**src/rtl/mux_rr_arbiter.sv**
```systemverilog
// mux_rr_arbiter: round-robin burst arbiter between two valid/ready sources
// feeding one registered output channel; owns the 2-1 mux select.
module mux_rr_arbiter #(
  parameter int WIDTH = 8,
  parameter int BURST = 2
) (
  input  logic             clk,
  input  logic             rst_n,
  input  logic             a_valid,
  input  logic [WIDTH-1:0] a_data,
  output logic             a_ready,
  input  logic             b_valid,
  input  logic [WIDTH-1:0] b_data,
  output logic             b_ready,
  output logic             out_valid,
  output logic [WIDTH-1:0] out_data,
  input  logic             out_ready,
  output logic             sel
);

  localparam int CW = (BURST > 1) ? $clog2(BURST) : 1;
  localparam logic [CW-1:0] LAST_BEAT = CW'(BURST - 1);

  typedef enum logic [1:0] {
    IDLE,
    SERVE_A,
    SERVE_B
  } state_t;

  state_t           r_state;
  state_t           w_state_nxt;
  logic [CW-1:0]    r_cnt;
  logic [CW-1:0]    w_cnt_nxt;
  logic             r_last;
  logic             r_out_valid;
  logic [WIDTH-1:0] r_out_data;

  logic             w_idle;
  logic             w_can_load;
  logic             w_owner;
  logic             w_own_valid;
  logic [WIDTH-1:0] w_own_data;
  logic             w_a_ready;
  logic             w_b_ready;
  logic             w_accept;

  // r_last=1 means B took the latest beat, so A wins the next tie
  always_comb begin
    w_idle     = (r_state == IDLE);
    w_can_load = !r_out_valid || out_ready;
    w_owner    = 1'b0;
    case (r_state)
      IDLE:    w_owner = !(a_valid && (!b_valid || r_last)) && b_valid;
      SERVE_A: w_owner = 1'b0;
      SERVE_B: w_owner = 1'b1;
      default: w_owner = 1'b0;
    endcase
    w_own_valid = w_owner ? b_valid : a_valid;
    w_own_data  = w_owner ? b_data : a_data;
  end

  assign w_a_ready = w_can_load && !w_owner && (a_valid || !w_idle);
  assign w_b_ready = w_can_load && w_owner && (b_valid || !w_idle);
  assign w_accept  = w_own_valid && (w_owner ? w_b_ready : w_a_ready);

  always_comb begin
    w_state_nxt = r_state;
    w_cnt_nxt   = r_cnt;
    if (w_accept) begin
      if (r_cnt == LAST_BEAT) begin
        w_state_nxt = IDLE;
        w_cnt_nxt   = '0;
      end else begin
        w_state_nxt = w_owner ? SERVE_B : SERVE_A;
        w_cnt_nxt   = r_cnt + 1'b1;
      end
    end else if (!w_idle && !w_own_valid) begin
      w_state_nxt = IDLE;
      w_cnt_nxt   = '0;
    end
  end

  always_ff @(posedge clk or negedge rst_n) begin
    if (!rst_n) begin
      r_state     <= IDLE;
      r_cnt       <= '0;
      r_last      <= 1'b1;
      r_out_valid <= 1'b0;
      r_out_data  <= '0;
    end else begin
      r_state <= w_state_nxt;
      r_cnt   <= w_cnt_nxt;
      if (w_accept) begin
        r_out_valid <= 1'b1;
        r_out_data  <= w_own_data;
        r_last      <= w_owner;
      end else if (out_ready) begin
        r_out_valid <= 1'b0;
      end
    end
  end

  assign a_ready   = w_a_ready;
  assign b_ready   = w_b_ready;
  assign sel       = w_owner;
  assign out_valid = r_out_valid;
  assign out_data  = r_out_data;

endmodule

```
**config.mk**
```make
export PLATFORM = sky130hd
export DESIGN_NAME = mux_rr_arbiter
export DESIGN_NICKNAME = d
export VERILOG_FILES = /design/src/rtl/mux_rr_arbiter.sv
export SDC_FILE = /design/constraint.sdc
export NUM_CORES = 1
export LEC_CHECK = 0
export ABC_AREA = 1
export CAP_MARGIN = 5
export CORE_MARGIN = 3
export CORE_UTILIZATION = 30
export CTS_BUF_LIST = sky130_fd_sc_hd__clkbuf_4
export CTS_CLUSTER_SIZE = 24
export DETAILED_ROUTE_END_ITERATION = 7
export PLACE_DENSITY = 0.62
export SETUP_SLACK_MARGIN = 0.2
export SKIP_CTS_REPAIR_TIMING = 1
export SLEW_MARGIN = 20
export SYNTH_ARGS = -nofsm -noshare
export SYNTH_HDL_FRONTEND = slang
export SYNTH_SLANG_ARGS = --single-unit
export TNS_END_PERCENT = 20
```
**constraint.sdc**
```tcl
create_clock -name clk -period 1.7 [get_ports clk]
set_clock_uncertainty 0.2 [all_clocks]
set_input_delay 0.17 -clock clk [delete_from_list [all_inputs] [get_ports clk]]
set_output_delay 0.17 -clock clk [all_outputs]
set_load 0.02 [all_outputs]
```
==> out/results.ini <==
[status]
run_status=finished with violations
violations=negative setup slack

[place]
globalplace.congestion=0.794
dpl_cell_area_um2=1170
io_buffers=32
dp_hpwl_um=1560
post-place-ws_ps=-395

[sta]
slew_headroom_pct=84.1
max_freq_mhz=575
whs_ps=286
hold_violations=0
layout_min_cycle_time_ps=1740
rsz0062_at_grt=yes
setup_ws_ps=-39.8
setup_viol=2
worstMarginPinSlew_ps=239
drv_slew=0
post-route-period-util_pct=102

[synth]
synth_ff_type=dfrtp_1
synth_cell_types=15
syn_inst=106
yosysMostFrequentCell=nand2_1
ys_warn_count=0
synth_mux_area_share_pct=0
synth_compound_area_share_pct=1.30
ys_seq_area_share_pct=42.4
synth-adder-area-share_pct=0
synth-xor-area-share_pct=0
syn-num-nets=127
yosys.area_share.simple_pct=43.2
avgSynthCellArea_um2=7.27
synth_edf_count=0
ys_top_cells_by_count=nand2_1 (48), nand3_1 (18), dfrtp_1 (12)
synth_area_um2=771
synth_area_leaders=dfrtp_1 (39%), nand2_1 (23%), nand3_1 (12%)
synth-seq-cells=13
synth_top_family_by_area=simple AND/OR/NAND/NOR gates
yosys.area.top_type=dfrtp_1
synth_top_area_share_pct=39.0
synthArstFlopShare_pct=100

[critical_path]
max_stage_delay_ps=550
crit_chain=nand2_2 -> nand2_2 -> nand2_4 -> nand2_4 -> buf_12 -> inv_4 -> buf_6
crit_arrival_ps=1370
crit_required_ps=1330
endpoint_kind=primary output
path_class=flop to primary output
worstPathMaxFanout=3
cp_slowest_cell=dfstp_2
cp-start-kind=flop

[floorplanning]
core_area_um2=2320
rows=17
die_width_um=56.7
die-area_um2=3210
ios=33
start_util_pct=33.2
die_y_um=56.7

[route]
detail_route.wl_per_cell_um=12.6
remaining_drc_errors=0
dr_total_vias=820
viasPerCell=4.56
first_pass_iters=4
drtAntennaViolNets=0
wirelength_um=2260
drtIter0Drc=16

[clocking]
cts_tree=yes
root_buffer=clkbuf_4
clockBufferDepth=2
htreeDepth=1
clkTransAtPathRegs_ps=80
cts_buffers=3
clk_latency_ps=280
clock-sinks=13

[final_layout]
nets=174
nFillCells=224
area_delta_synth_final_pct=65.9
drive_above_1_share_pct=23.7
diodes=0
design_area_um2=1280
final_util_pct=55.2

[power]
p_total_mw=2.23
p_leak_nw=0.768
ir_drop_mv=1.03
p_per_area_nw_per_um2=1750

[run]
cap_violations=0

[grt]
grt_max_degree=15
grt_overflow=0
grt_pass1_wl_um=3390
grt_usage_pct=13.7
grt_pass1_vias=803
antenna_found_initial=0

[worst_hold_path]
hold_class=flop to flop

-- registers in the layout, summed over array words and instances, names as in the netlist --
name / count
out_data: 8
r_state: 2
out_valid: 1
r_cnt: 1
r_last: 1
-- path summary, 6_finish.rpt --
kind | startpoint | to | slack, ps | cells past startpoint
worst max-delay path | r_last | sel | -40 | 7
worst min-delay path | r_last | r_last | 290 | 2
worst max register to register | r_last | out_data[5] | 10 | 11
worst min register to register | r_last | r_last | 290 | 2
max in group asynchronous | rst_n | r_last | 550 | 3
min in group asynchronous | rst_n | out_data[1] | 520 | 3
-- cell families after synthesis --
family	Yosys count
AOI/OAI and AO/OA	2
and+or+nand+nor	76
DFF	13
buffers and inverters	15
-- critical path: cells and delay by family (launching register included) --
kind	cells	cell delay (ps)
DFF	1	550
buffers and inverters	3	250
and+or+nand+nor	4	300
-- routing by layer --
layer  GRT usage (%)  vias up  wire length [um]
met1            15.7      372               974
met4            6.78        0                21
met3            2.99        4               142
met2            23.6       26              1120
li1                -      418                 -
met5               0        -                 0
-- cells in the final DEF, fill, tap and decap left out --
| cell type | n |
|---|---|
| inv_4 | 1 |
| buf_12 | 1 |
| dlymetal6s2s_1 | 9 |
| clkbuf_2 | 1 |
| nand2_2 | 8 |
| clkbuf_4 | 4 |
| dfrtp_1 | 12 |
| nand3_2 | 1 |
| a21oi_1 | 1 |
| dfstp_2 | 1 |
| clkdlybuf4s50_1 | 20 |
| nor2_1 | 2 |
| buf_6 | 4 |
| nand2_4 | 3 |
| nor2_4 | 1 |
| nand3_1 | 17 |
| buf_4 | 10 |
| o21ai_1 | 1 |
| inv_1 | 8 |
| nand2_1 | 44 |
| dlygate4sd3_1 | 1 |
| inv_2 | 1 |
| nand4_1 | 1 |
-- layout make-up --
type | count | area (um^2) | share of cell area, %
well taps | 28 | 35.0 | 2.74
inverters | 10 | 40.0 | 3.13
multi-input cells | 79 | 379 | 29.6
repair buffers | 46 | 468 | 36.6
flip-flops and latches | 13 | 327 | 25.5
clock buffers | 4 | 30.0 | 2.35
-- metrics by stage --
stage	std cells	setup TNS, ps
6_report	180	-70.7
5_1_grt	180	-727
4_1_cts	177	-1400
3_5_place_dp	173	-2860
3_3_place_gp	173	-1960
2_1_floorplan	106	0
-- power breakdown --
part / internal [mW] / switching, mW / total (mW)
sequential: 0.462 / 0.0979 / 0.560
combinational: 0.642 / 0.821 / 1.46
clock: 0.107 / 0.104 / 0.211
total: 1.21 / 1.02 / 2.23
No activity file was read; power rests on OpenSTA's default activity.
==> RTL change 1, RTL diff (config.mk and constraints unchanged) <==
Encoding of `state_t`: now one-hot (3 bits for 3 states).
--- a/src/rtl/mux_rr_arbiter.sv
+++ b/src/rtl/mux_rr_arbiter.sv
@@ -23,6 +23,6 @@
 
-  typedef enum logic [1:0] {
-    IDLE,
-    SERVE_A,
-    SERVE_B
+  typedef enum logic [2:0] {
+    IDLE    = 3'b001,
+    SERVE_A = 3'b010,
+    SERVE_B = 3'b100
   } state_t;
Function: no difference found for any inputs over 10 cycles, from zero or initial values and one cycle with rst_n low; not proved beyond that.
==> RTL change 1 against the unedited design <==
  * The run ends with hold timing, setup timing left
  * Total power rose by 26%
  * Cell count grew 6.7%
  * Worst setup slack lost 0.10 ns
  * Synthesized area grew 1.3%
  * Global-route usage shrank 1.5 points
  * Routed wire length is 5.2% lower
  * Critical path depth rose by 4
  * Final area grew 15%
  * Die area grew 1.2%
  * Sequential cell count increased by 1
  * Sequential power is 11% higher
  * Critical path type is now flip-flop to flip-flop
  * Largest power group unchanged
==> RTL change 1: results (changes against the unedited design) <==
Placer Congestion = 0.7827 (-1.5%)
CP endpoint kind = flip-flop
worst r2r dst = r_state[1]
Finish-stage setup viols = 17 (+15)
first drt pass iteration count = 4 (unchanged)
CTS root buffer = clkbuf_4
vias in the first global route = 796 (-0.87%)
leak pwr = 0.8355 nW (+8.7%)
worst min path class = input pin to asynchronous set/reset pin
violated checks = hold timing, setup timing
Tmin final = 1.842 ns (+0.1018 ns)
slowest stage delay, CP = 0.58 ns (+0.03 ns)
dpl cell area = 0.001252 sq mm (+7.3%)
worst vdd rail ir drop = 1126 uV (+9.8%)
final setup margin = -0.1416 ns (-0.1018 ns)
routed vias = 857 (+4.5%)
Critical path origin = r_state[0]
Post-Syn Nets = 133 (+4.7%)
crit path max fanout = 6 (+3)
Tot GR Track Use = 12.21% (-1.5 points)
fin cells = 192 (+6.7%)
CP top delay family = simple AND/OR/NAND/NOR gates
initial DRC count = 15 (-1)
share of layout cells above drive strength 1 = 32.32% (+8.6 points)
Syn Inst Count = 112 (+5.7%)
top post-synthesis cells by area = dfrtp_1, nand2_1, dfstp_2
crit path DAT = 1.81 ns (+0.44 ns)
outcome = complete, but fails checks
hpwl dp = 1543 um (-0.91%)
Hold Violations, Final = 7 (+7)
top cells by count, synth = nand2_1, dfrtp_1, inv_1
sequential area share after synthesis = 45.19% (+2.8 points)
setup TNS = -1.647 ns (-1.576 ns)
first-pass GRT wire length = 3180 um (-6.1%)
Worst Hold Slack = -0.004225 ns (-0.2898 ns)
Routed WL per cell = 11.16 um (-11%)
slew margin rel. = 84.45% (+0.37 points)
[RTL change 1: changes by cell type after synthesis, moves of 2 or more]
cell	before	now
nand2_2	6	4
nand2_1	48	62
nor2_1	2	6
nand3_2	0	2
buf_2	0	2
nand3_1	18	6
buf_6	3	1
[RTL change 1: area by class of cell]
class	instances	area, sq um
fill	226	874.6
multi-input combinational	86	505.5
timing repair buffer	50	505.5
sequential	14	352.8
inverter	10	40.04
tap	28	35.03
clock buffer	3	22.52
clock inverter	1	3.754
[RTL change 1: how the worst min path moves through the flow]
stage / from / endpoint / slack [ns]
finish: rst_n / out_data[6] / -0.004
CTS: rst_n / out_data[0] / -0.002
detailed placement: out_data[0] / out_data[0] / 0.27
floorplan: rst_n / out_data[0] / -0.33
global route: rst_n / out_data[6] / 0.009
global placement: out_data[3] / out_data[3] / 0.26
[RTL change 1: cell families after synthesis]
group / synth area share, %
compound gates: 0.6404
buf+inv: 7.531
simple gates: 46.63
flops: 45.19
[RTL change 1: report_power, final]
part	internal (mW)	switching (mW)	total (mW)
registers	0.514	0.109	0.623
clock network	0.0849	0.103	0.188
logic	0.929	1.06	1.99
total	1.53	1.28	2.80
[RTL change 1: per-stage QoR]
step | util [%] | total power [mW] | setup slack (ns)
3_5_place_dp | 53.53 | 2.205 | -0.3414
6_report | 62.62 | 2.804 | -0.1416
2_1_floorplan | - | 1.476 | 0.09880
4_1_cts | 54.65 | 2.405 | -0.5569
5_1_grt | 62.62 | 3.006 | -0.2407
3_3_place_gp | 53.53 | 2.184 | -0.3023
[RTL change 1: metal layers]
layer	GRT usage (%)	vias to the layer above	part of all wire, %
met4	5.298	0	0.47
met3	4.299	2	9.1
li1	-	446	-
met2	18.92	29	48
met1	15.35	380	42
met5	0	-	0
==> RTL change 2, RTL diff (same settings) <==
Without the edit above. `WIDTH`: 8 -> 12.
--- a/src/rtl/mux_rr_arbiter.sv
+++ b/src/rtl/mux_rr_arbiter.sv
@@ -3,3 +3,3 @@
 module mux_rr_arbiter #(
-  parameter int WIDTH = 8,
+  parameter int WIDTH = 12,
   parameter int BURST = 2
Ports: changed (resized a_data, b_data and out_data); port bits go from 33 to 45. The function was not compared with the original's and may differ.
==> RTL change 2 against the unedited design <==
  * Sequential power up 26%
  * Sequential cell count up 4
  * Sequential share of layout area up 1.3 points
  * Combinational power up 20%
  * Synthesized area up 23%
  * Via count up 26%
  * Critical endpoint is now a_ready
  * Total power up 21%
  * Final area up 24%
  * Routed wire length up 21%
  * Worst setup slack worse by 0.0053 ns
  * Hold slack worse by 0.30 ns
  * The run ends with hold timing, setup timing left
  * Non-clock buffer count up 10
==> RTL change 2: results (changes against the unedited design) <==
share of layout cells above drive strength 1 = 15.87% (-7.8 points)
top post-synthesis cells by area = dfrtp_1, nand2_1, nand3_1
Bufs on Longest Clock Path = 2 (unchanged)
max reg flops = 12 (+4)
share of flip-flops with an asynchronous set or reset = 100.0% (unchanged)
initial DRC count = 59 (+43)
nets@finish = 219 (+26%)
largest net degree at the start of global routing = 19 (+4)
worst r2r dst = out_data[1]
Ys Warns = 0 (unchanged)
dpl cell area = 0.001503 sq mm (+29%)
Critical path origin = r_last
Tot GR Track Use = 15.06% (+1.4 points)
first drt pass iteration count = 4 (unchanged)
Finish-stage setup viols = 2 (unchanged)
H-tree levels = 1 (unchanged)
Post-Syn Nets = 163 (+28%)
hpwl dp = 2006 um (+29%)
Synth Area in Adders = 0% (unchanged)
Worst-Skew Late Latency = 0.29 ns
outcome = complete, but fails checks
worst vdd rail ir drop = 774.1 uV (-24%)
Reg2Reg Depth = 9 (-2)
crit path DAT = 1.38 ns
Slew @ Worst Pin = 0.2445 ns (+0.005981 ns)
Reg clk slew, reported paths = 0.11 ns (+0.03 ns)
leak pwr = 0.9704 nW (+26%)
multiplexer share of the synthesized area = 0% (unchanged)
violated checks = hold timing, setup timing
xor/xnor share of the synthesized area = 0% (unchanged)
Synth Area in Compound Gates = 1.055% (-0.24 points)
Worst setup endpoint = a_ready
Via-to-Cell Ratio = 4.459 (-2.1%)
first-pass GRT wire length = 4809 um (+42%)
Most used DFF post-synth = dfrtp_1
CTS root buffer = clkbuf_4
Worst Hold Slack = -0.01595 ns (-0.3015 ns)
Inserted Diodes = 0 (unchanged)
vias in the first global route = 1051 (+31%)
Num CTS Buffers = 3 (unchanged)
final setup margin = -0.04513 ns (-0.005337 ns)
dpl cells = 226 (+31%)
routed vias = 1030 (+26%)
r2r setup slk = 0.03 ns (+0.02 ns)
Hold Violations, Final = 16 (+16)
worst min path class = input pin to asynchronous set/reset pin
final WL = 2725 um (+21%)
antenna violations before repair = 0 (unchanged)
crit path max fanout = 3 (unchanged)
I/O Buffers = 44 (+38%)
Avg Cell Area, Syn = 7.078 sq um (-2.7%)
setup TNS = -0.06498 ns (+0.005668 ns)
sequential area share after synthesis = 44.99% (+2.6 points)
slowest stage delay, CP = 0.56 ns
Placer Congestion = 0.8243 (+3.8%)
top cells by count, synth = nand2_1, nand3_1, dfrtp_1
==> RTL change 2: cell types whose count changed after synthesis <==
cell and delta:
buf_12 -1, buf_2 +1, buf_4 +2, buf_6 -2
dfrtp_1 +4, inv_2 +1, inv_4 -1, nand2_1 +20
nand2_2 -3, nand2_4 +3, nand3_1 +4, nor2_1 +1
nor2_4 -1
==> RTL change 2: stage by stage <==
stage	utilization (%)	setup WS, ns
CTS	53.28	-0.5396
global placement	52.24	-0.3395
global route	55.24	-0.1090
floorplan	-	0.1511
detailed placement	52.24	-0.3700
finish	55.24	-0.04513
==> RTL change 2: metal layers <==
layer  track usage, %  up-vias  share of wire [%]
met4            4.144        0               0.51
met1            19.69      465                 47
met5                0        -                  0
met3            5.405        2                8.0
met2            23.52       38                 44
li1                 -      525                  -
==> RTL change 2: critical path, delay by kind of cell, from the launching register on <==
family,cells,cell delay [ns]
DFF,1,0.56
buffers and inverters,2,0.15
and+or+nand+nor,5,0.36
==> RTL change 2: how the worst min path moves through the flow <==
stage | startpoint | endpoint
floorplan | rst_n | out_data[0]
finish | rst_n | out_data[11]
global route | rst_n | out_data[11]
global placement | out_data[8] | out_data[8]
CTS | rst_n | out_data[6]
detailed placement | out_data[10] | out_data[10]
==> RTL change 2: cell type report <==
type	instances	area, sq um
fillers	301	1287
multi-input cells	102	469.2
flip-flops and latches	17	426.7
inverters	10	37.54
repair buffers	56	573.1
well taps	42	52.55
clock buffers	4	30.03
==> RTL change 2: kinds of logic (layout without fill, tap and decap cells) <==
logic type,after synthesis,after routing
simple gates,100,100
buf+inv,15,70
compound gates,2,2
flops,17,17
==> RTL change 2: power breakdown <==
part	total (mW)	leakage, nW	switching, mW	internal, mW
logic	1.75	0.740	0.992	0.759
clock network	0.243	0.0184	0.136	0.107
registers	0.704	0.212	0.103	0.601
